$ cat src/rtl/control_unit.sv
// Hardwired control sequencer for the single-bus datapath: T0-T2 fetch, then
// opcode-driven execute steps T3-T7, with Moore-decoded control strobes.
module control_unit #(
   parameter logic [4:0] OP_ADD = 5'b00011
) (
   input  logic        clk,
   input  logic        clr,
   input  logic [31:0] ir,
   input  logic        con_out,
   output logic        pc_out,
   output logic        zlo_out,
   output logic        zhi_out,
   output logic        hi_out,
   output logic        lo_out,
   output logic        mdr_out,
   output logic        inport_out,
   output logic        c_sign_extended_out,
   output logic        ba_out,
   output logic        r_out,
   output logic        pc_enable,
   output logic        pc_increment,
   output logic        mar_enable,
   output logic        mdr_enable,
   output logic        read,
   output logic        ir_enable,
   output logic        y_enable,
   output logic        z_enable,
   output logic        hi_enable,
   output logic        lo_enable,
   output logic        r_in,
   output logic        con_enable,
   output logic        outport_enable,
   output logic        inport_enable,
   output logic        r15_enable,
   output logic        ram_write,
   output logic        gra,
   output logic        grb,
   output logic        grc,
   output logic [4:0]  alu_op,
   output logic        run,
   output logic        instr_done,
   output logic        illegal
);

   typedef enum logic [3:0] {
      S_RESET, S_T0, S_T1, S_T2, S_T3, S_T4, S_T5, S_T6, S_T7, S_HALT
   } state_t;

   localparam logic [4:0] OPC_LD   = 5'b00000;
   localparam logic [4:0] OPC_LDI  = 5'b00001;
   localparam logic [4:0] OPC_ST   = 5'b00010;
   localparam logic [4:0] OPC_ADD  = 5'b00011;
   localparam logic [4:0] OPC_SUB  = 5'b00100;
   localparam logic [4:0] OPC_AND  = 5'b00101;
   localparam logic [4:0] OPC_OR   = 5'b00110;
   localparam logic [4:0] OPC_ADDI = 5'b01100;
   localparam logic [4:0] OPC_BR   = 5'b10011;
   localparam logic [4:0] OPC_JR   = 5'b10100;
   localparam logic [4:0] OPC_IN   = 5'b10110;
   localparam logic [4:0] OPC_OUT  = 5'b10111;
   localparam logic [4:0] OPC_MFHI = 5'b11000;
   localparam logic [4:0] OPC_MFLO = 5'b11001;
   localparam logic [4:0] OPC_NOP  = 5'b11010;
   localparam logic [4:0] OPC_HALT = 5'b11011;

   state_t     r_state;
   state_t     w_next;
   logic [4:0] w_opcode;
   logic       w_last;
   logic       w_unused_ir;

   assign w_opcode    = ir[31:27];
   assign w_unused_ir = ^ir[26:0];

   // Final execute step of the current instruction; never set during fetch.
   always_comb begin
      w_last = 1'b0;
      case (r_state)
         S_T3: begin
            case (w_opcode)
               OPC_LD, OPC_LDI, OPC_ST, OPC_ADD, OPC_SUB, OPC_AND, OPC_OR,
               OPC_ADDI, OPC_BR: w_last = 1'b0;
               default:          w_last = 1'b1;
            endcase
         end
         S_T5: begin
            case (w_opcode)
               OPC_LDI, OPC_ADD, OPC_SUB, OPC_AND, OPC_OR, OPC_ADDI: w_last = 1'b1;
               default: w_last = 1'b0;
            endcase
         end
         S_T6:    w_last = (w_opcode == OPC_BR);
         S_T7:    w_last = 1'b1;
         default: w_last = 1'b0;
      endcase
   end

   always_comb begin
      w_next = S_RESET;
      case (r_state)
         S_RESET: w_next = S_T0;
         S_T0:    w_next = S_T1;
         S_T1:    w_next = S_T2;
         S_T2:    w_next = S_T3;
         S_T3: begin
            if (w_opcode == OPC_HALT) w_next = S_HALT;
            else if (w_last)          w_next = S_T0;
            else                      w_next = S_T4;
         end
         S_T4:    w_next = S_T5;
         S_T5:    w_next = w_last ? S_T0 : S_T6;
         S_T6:    w_next = w_last ? S_T0 : S_T7;
         S_T7:    w_next = S_T0;
         S_HALT:  w_next = S_HALT;
         default: w_next = S_RESET;
      endcase
   end

   always_ff @(posedge clk or negedge clr) begin
      if (!clr) r_state <= S_RESET;
      else      r_state <= w_next;
   end

   assign zhi_out       = 1'b0;
   assign hi_enable     = 1'b0;
   assign lo_enable     = 1'b0;
   assign inport_enable = 1'b0;
   assign r15_enable    = 1'b0;

   always_comb begin
      pc_out              = 1'b0;
      zlo_out             = 1'b0;
      hi_out              = 1'b0;
      lo_out              = 1'b0;
      mdr_out             = 1'b0;
      inport_out          = 1'b0;
      c_sign_extended_out = 1'b0;
      ba_out              = 1'b0;
      r_out               = 1'b0;
      pc_enable           = 1'b0;
      pc_increment        = 1'b0;
      mar_enable          = 1'b0;
      mdr_enable          = 1'b0;
      read                = 1'b0;
      ir_enable           = 1'b0;
      y_enable            = 1'b0;
      z_enable            = 1'b0;
      r_in                = 1'b0;
      con_enable          = 1'b0;
      outport_enable      = 1'b0;
      ram_write           = 1'b0;
      gra                 = 1'b0;
      grb                 = 1'b0;
      grc                 = 1'b0;
      alu_op              = '0;
      illegal             = 1'b0;
      run                 = (r_state != S_RESET) && (r_state != S_HALT);
      instr_done          = w_last;

      case (r_state)
         S_T0: begin
            pc_out       = 1'b1;
            mar_enable   = 1'b1;
            pc_increment = 1'b1;
            z_enable     = 1'b1;
         end
         S_T1: begin
            zlo_out    = 1'b1;
            pc_enable  = 1'b1;
            read       = 1'b1;
            mdr_enable = 1'b1;
         end
         S_T2: begin
            mdr_out   = 1'b1;
            ir_enable = 1'b1;
         end
         S_T3: begin
            case (w_opcode)
               OPC_LD, OPC_LDI, OPC_ST: begin
                  grb      = 1'b1;
                  ba_out   = 1'b1;
                  y_enable = 1'b1;
               end
               OPC_ADD, OPC_SUB, OPC_AND, OPC_OR, OPC_ADDI: begin
                  grb      = 1'b1;
                  r_out    = 1'b1;
                  y_enable = 1'b1;
               end
               OPC_BR: begin
                  gra        = 1'b1;
                  r_out      = 1'b1;
                  con_enable = 1'b1;
               end
               OPC_JR: begin
                  gra       = 1'b1;
                  r_out     = 1'b1;
                  pc_enable = 1'b1;
               end
               OPC_IN: begin
                  inport_out = 1'b1;
                  gra        = 1'b1;
                  r_in       = 1'b1;
               end
               OPC_OUT: begin
                  gra            = 1'b1;
                  r_out          = 1'b1;
                  outport_enable = 1'b1;
               end
               OPC_MFHI: begin
                  hi_out = 1'b1;
                  gra    = 1'b1;
                  r_in   = 1'b1;
               end
               OPC_MFLO: begin
                  lo_out = 1'b1;
                  gra    = 1'b1;
                  r_in   = 1'b1;
               end
               OPC_NOP, OPC_HALT: ;
               default: illegal = 1'b1;
            endcase
         end
         S_T4: begin
            case (w_opcode)
               OPC_LD, OPC_LDI, OPC_ST, OPC_ADDI: begin
                  c_sign_extended_out = 1'b1;
                  z_enable            = 1'b1;
                  alu_op              = OP_ADD;
               end
               OPC_ADD, OPC_SUB, OPC_AND, OPC_OR: begin
                  grc      = 1'b1;
                  r_out    = 1'b1;
                  z_enable = 1'b1;
                  alu_op   = w_opcode;
               end
               OPC_BR: begin
                  pc_out   = 1'b1;
                  y_enable = 1'b1;
               end
               default: ;
            endcase
         end
         S_T5: begin
            case (w_opcode)
               OPC_LD, OPC_ST: begin
                  zlo_out    = 1'b1;
                  mar_enable = 1'b1;
               end
               OPC_LDI, OPC_ADD, OPC_SUB, OPC_AND, OPC_OR, OPC_ADDI: begin
                  zlo_out = 1'b1;
                  gra     = 1'b1;
                  r_in    = 1'b1;
               end
               OPC_BR: begin
                  c_sign_extended_out = 1'b1;
                  z_enable            = 1'b1;
                  alu_op              = OP_ADD;
               end
               default: ;
            endcase
         end
         S_T6: begin
            case (w_opcode)
               OPC_LD: begin
                  read       = 1'b1;
                  mdr_enable = 1'b1;
               end
               OPC_ST: begin
                  gra        = 1'b1;
                  r_out      = 1'b1;
                  mdr_enable = 1'b1;
               end
               OPC_BR: begin
                  zlo_out   = con_out;
                  pc_enable = con_out;
               end
               default: ;
            endcase
         end
         S_T7: begin
            case (w_opcode)
               OPC_LD: begin
                  mdr_out = 1'b1;
                  gra     = 1'b1;
                  r_in    = 1'b1;
               end
               OPC_ST: ram_write = 1'b1;
               default: ;
            endcase
         end
         default: ;
      endcase
   end

endmodule

$ cat config.mk
export PLATFORM = sky130hd
export DESIGN_NAME = control_unit
export DESIGN_NICKNAME = d
export VERILOG_FILES = /design/src/rtl/control_unit.sv
export SDC_FILE = /design/constraint.sdc
export NUM_CORES = 1
export LEC_CHECK = 0
export CORE_ASPECT_RATIO = 0.6
export CORE_UTILIZATION = 30
export DETAILED_ROUTE_END_ITERATION = 16
export MAX_ROUTING_LAYER = met4
export PLACE_DENSITY = 0.78
export SYNTH_ARGS = -nofsm -noshare
export SYNTH_HDL_FRONTEND = slang
export SYNTH_SLANG_ARGS = --single-unit
$ cat constraint.sdc
create_clock -name clk -period 1.8 [get_ports clk]
set_input_delay 0.18 -clock clk [delete_from_list [all_inputs] [get_ports clk]]
set_output_delay 0.18 -clock clk [all_outputs]
set_load 0.02 [all_outputs]
Word level (Yosys, flattened, before mapping)
Memory sizes are Yosys's and may differ from the RTL's.
Cells that the tools add are included.
{"block": "classes", "n_reduce_logical": 15, "n_mux": 53, "n_eq_ne": 25}
{"operator": "$eq 5x5->1 const B", "n": 8}
{"operator": "$pmux 4 s9", "n": 1}
{"operator": "$mux 1", "n": 31}
{"operator": "$pmux 5 s2", "n": 2}
{"operator": "$eq 4x3->1 const B", "n": 4}
{"operator": "$reduce_or 16->1", "n": 1}
{"operator": "$reduce_or 8->1", "n": 2}
{"operator": "$eq 5x3->1 const B", "n": 3}
{"operator": "$pmux 1 s3", "n": 5}
{"operator": "$pmux 1 s2", "n": 7}
{"operator": "$reduce_or 6->1", "n": 2}
{"operator": "$eq 5x2->1 const B", "n": 2}
{"operator": "$eq 4x2->1 const B", "n": 2}
{"operator": "$eq 4x4->1 const B", "n": 2}
{"operator": "$mux 4", "n": 2}
{"operator": "$pmux 1 s4", "n": 2}
{"operator": "$reduce_or 4->1", "n": 2}
{"operator": "$mux 3", "n": 2}
{"operator": "$reduce_or 3->1", "n": 2}
{"operator": "$eq 5x1->1 const B", "n": 1}
{"operator": "$eq 5x4->1 const B", "n": 1}
{"operator": "$logic_not 5->1", "n": 1}
{"operator": "$eq 4x1->1 const B", "n": 1}
{"operator": "$logic_not 4->1", "n": 1}
{"operator": "5 further kinds", "n": 6}
{"block": "totals", "n_memories": 1, "word_cells": 95, "reg_bits": 4, "romBits": 32, "out_inout_bits": 37, "input_bits": 35}
{"name": "(name not given)", "depth": 32, "width": 1, "rd": 1, "rd_clocked_by_memory_dff": 0, "write_ports": 0, "line": "80", "text": "case (w_opcode)"}

Depth between registers and ports, before layout
Gate-level depths: netlist (run 1).
{"block": "logic_depth", "ltp_word": 7, "depth_mapped": 6, "depth_no_buf": 4}

Worst setup path after synthesis (run 1)
Ideal clock, no wire load.
{"block": "synth_timing", "path_kind": "register -> output", "startpoint": "register r_state[3]", "endpoint": "output port r_in", "n_path_buf": 0, "required_time_ns": 1.620, "arrival_time_ns": 1.836, "path_slack_ns": -0.216, "stages_incl_launch_ff": 4, "path_cell_list": "dfrtp_1 > nand2b_1 > or3_4 > o311ai_0"}
{"block": "synth_between", "elab_chain_len": 2, "elab_cells_between_ends": 4, "classes_between": "3 x eq/ne; 1 x mux"}
{"element": "start, declared", "line": "66", "text": "state_t r_state;"}
{"element": "start signal, assigned", "line": "121", "text": "else r_state <= w_next;"}
{"element": "$eq 4x4->1 or $eq 4x3->1 (tied branches)", "line": "160", "text": "case (r_state)"}
{"element": "$pmux 1 s3 *", "line": "160"}
{"element": "end, declared", "line": "30", "text": "output logic r_in,"}
Every way passes the cells marked *; elsewhere a longest branch is shown, timed or not.

Worst setup path after layout (run 1)
{"block": "layout_timing", "startpoint": "register r_state[3]", "endpoint": "output port lo_out"}
{"block": "layout_between", "elab_chain_len": 2}
{"element": "$eq 4x3->1", "line": "160"}
{"element": "$mux 1", "line": "160"}
{"element": "end, declared", "line": "14", "text": "output logic lo_out,"}
Every way passes these cells.

==> impl_results.md, run 1 <==
* Status: complete, but fails checks
* Failing checks: setup timing
* H-tree depth at 1
* Routed met1 length at 1930 um
* Area Overhead vs Synth at 114%
* Worst path cell trace: nand2b_4 -> or3_4 -> or3_4 -> nor3b_4 -> buf_6
* Top cell type's share of synthesized area at 10.4%
* Core region area at 2950 sq um
* Antenna diode count at 0
* WL met3 at 255 um
* TritonCTS clock tree: done
* Port bufs at 37
* Reg clk slew, reported paths at 0.04 ns
* Syn Inst Count at 149
* CTS Buffer Depth at 2
* Sink Count at 4
* Area leader, netlist: dfrtp_1
* Adder-cell share of the synthesized area at 1.04%
* PwrDens at 1130 nW/um^2
* Die X at 75.0 um
* Cells after DPL at 266
* Starting density of the core at 32.6%
* Final Skew at 0.00961 ns
* Routed Antenna Nets at 0
* Synth Area in XOR/XNOR at 0.913%
* Worst min path class: input pin to async pin
* Post-synthesis compound-gate area fraction at 26.6%
* Finished Cell Area at 2060 sq um
* Worst setup SP type: flop
* Largest family of logic cells by synthesized area: simple AND/OR/NAND/NOR gates
* Fmax at 0.489 GHz
* Top Layer Used: met4
* Number of DRC markers in iteration 0 at 78
* #FFs+latches synth at 4
* Largest fanout on the critical path at 3
* Largest net degree at the start of global routing at 17
* WL per Instance at 14.6 um
* Total grt overflow at 0
* Final Critical Period at 2.04 ns
* Gr usage total at 25.3%
* Syn Std Cell Area at 960 sq um
* Synth Area per Inst at 6.44 sq um
* Most frequent cells in the layout: buf_4 (53), buf_6 (27), nor2_1 (11), nand3_1 (8)
* Post-synthesis sequential area ratio at 10.4%
* RSZ-0062 raised after global routing: true
* Placement Cell Area at 1720 sq um
* Most common cell after layout, fill and taps aside: buf_4
* Top area cells in the synthesized netlist: dfrtp_1 (10%), nand3_1 (6.8%), nor2_1 (6.3%)
* Routed wl met2 at 1800 um
* Max-cap viol count at 0
* CP max-delay cell: dfrtp_2
* TritonRoute pass-1 iters at 4
* Setup TNS at -1.36 ns
* Total CTS buffers at 3
* Initial antenna violation count at 0
* Tcrit/Tclk final at 114%
* Most used cell, CP: or3_4
* Setup violations, final at 14
* Routed WL at 4040 um
* Routability congestion estimate from global placement at 0.909
* Max FFs per register at 4
* Final Core Density at 69.8%
* Biggest regs: r_state (4)
* Root Driver: clkbuf_8
* Vias/cell at 5.22
* Worst EP required at 1.62 ns
* IO Pins at 72
* Top reg by flops: r_state
* Final Hold Vio Count at 0
* Latest clock arrival within the worst-skew pair at 0.23 ns
* Vias at 1445
* CP max stage delay at 0.42 ns
* CP endpoint kind: output pin
* Leakage at 0.000953 uW
* Final worst slack at -0.243 ns
* Vias in the first global route at 1319
* Overall power at 2320 uW
* Synth Area in Simple Gates at 48.0%
* Worst Setup SP: r_state[3]
* R2r startpoint: r_state[3]
* Synth unique cells at 40
* IR drop worst, VDD at 0.744 mV
* Filler cells at 258
* DRC violations left at 0
* Die Ht at 45.8 um
* Multi-input logic area at 995 sq um
* Slew Viols, Final at 0
* Post-Layout Cell Count at 277
* Type of the worst setup path: flop to output pin
* WP data arrival at 1.86 ns
* First-pass GRT wire length at 6220 um
* Row cnt at 15
* Mux cell area share after synthesis at 0%
* Die Area at 3440 sq um
* Detailed placer's ending HPWL at 2850 um
* Yosys warns at 0
* Layout cell share with drive strength beyond 1 at 58.7%
* FF+latch area at 105 sq um
* Final #Nets at 272
## metal layers
| layer | vias up | track usage, % |
|---|---|---|
| met5 | - | - |
| met4 | 0 | 6.42 |
| met2 | 52 | 38.6 |
| li1 | 702 | - |
| met1 | 685 | 34.9 |
| met3 | 6 | 3.76 |
## cell type report
| class | instances | area share (%) |
|---|---|---|
| Multi-Input combinational cell | 126 | 48.4 |
| Timing Repair Buffer | 97 | 41.1 |
| Sequential cell | 4 | 5.11 |
| Tap cell | 42 | 2.55 |
| Clock buffer | 3 | 2.01 |
| Inverter | 5 | 0.912 |
## path summary, 6_finish.rpt
check | to | slack, ns | depth (start not counted)
max in group asynchronous | r_state[0] | 1.46 | 1
min | r_state[3] | 0.15 | 1
min in group clk | r_state[3] | 0.55 | 1
min reg2reg | r_state[3] | 0.55 | 1
max reg2reg | r_state[2] | 0.30 | 7
max | lo_out | -0.24 | 5
## worst max-delay path, delay by kind of cell (launching register included)
kind / cells / cell delay [ns]
buffers and inverters: 1 / 0.14
DFF: 1 / 0.42
and+or+nand+nor: 4 / 1.07
## per-stage QoR
step	hold slack, ns	setup WS [ns]
after floorplan	-0.116	-0.00297
after global placement	0.392	-0.627
after detailed placement	0.392	-0.662
after CTS	0.153	-0.239
after global routing	0.158	-0.289
final	0.151	-0.243
## cells in the mapped netlist
cell type	number
o311ai_0	1
nor3b_1	2
maj3_1	1
inv_1	5
nand3b_1	4
or3_4	2
nand2_1	8
o2bb2ai_1	1
o21a_1	2
o31ai_1	3
and2_1	2
o22ai_1	3
a31oi_1	2
and3b_1	3
nand3_1	13
buf_2	1
nor2b_1	5
conb_1	1
and3_1	3
nor4b_4	1
nor3b_2	1
o32ai_1	2
nand4_1	3
dfrtp_1	4
o211ai_1	2
buf_4	7
nand2b_1	8
o21ai_0	7
or2_2	3
nor2_1	16
o2111ai_1	1
a21boi_0	1
a21oi_1	7
clkbuf_1	12
nor3_1	5
o2111a_1	1
a211oi_1	3
a2bb2oi_1	1
xnor2_1	1
a21o_1	1
## kinds of logic after synthesis
kind of cell,count (synthesis)
xor gates and xnor gates,1
DFF,4
buffers and inverters,25
other,1
and+or+nand+nor,79
AOI/OAI and AO/OA,38
adders and majority gates,1
## power by group
part / internal (uW) / leakage (uW) / switching (uW)
Clock: 143 / 0.0000216 / 55.5
Combinational: 974 / 0.000887 / 919
Sequential: 142 / 0.0000451 / 84.8
Total: 1260 / 0.000953 / 1060
## repair_timing
item,4_1_cts,5_1_grt
hold buffers,0,0
endpoints found under the setup margin,30,27
pin swaps,11,16
cloned,0,0
setup buffers,8,3
gates resized for setup,176,46
No activity file was read; power rests on OpenSTA's default activity.
==> run 2, diff against run 1 <==
Settings changed: CTS_CLUSTER_SIZE set to 40.
==> results of run 2 <==
The final DEF is identical to that of run 1; final timing and power are the same.
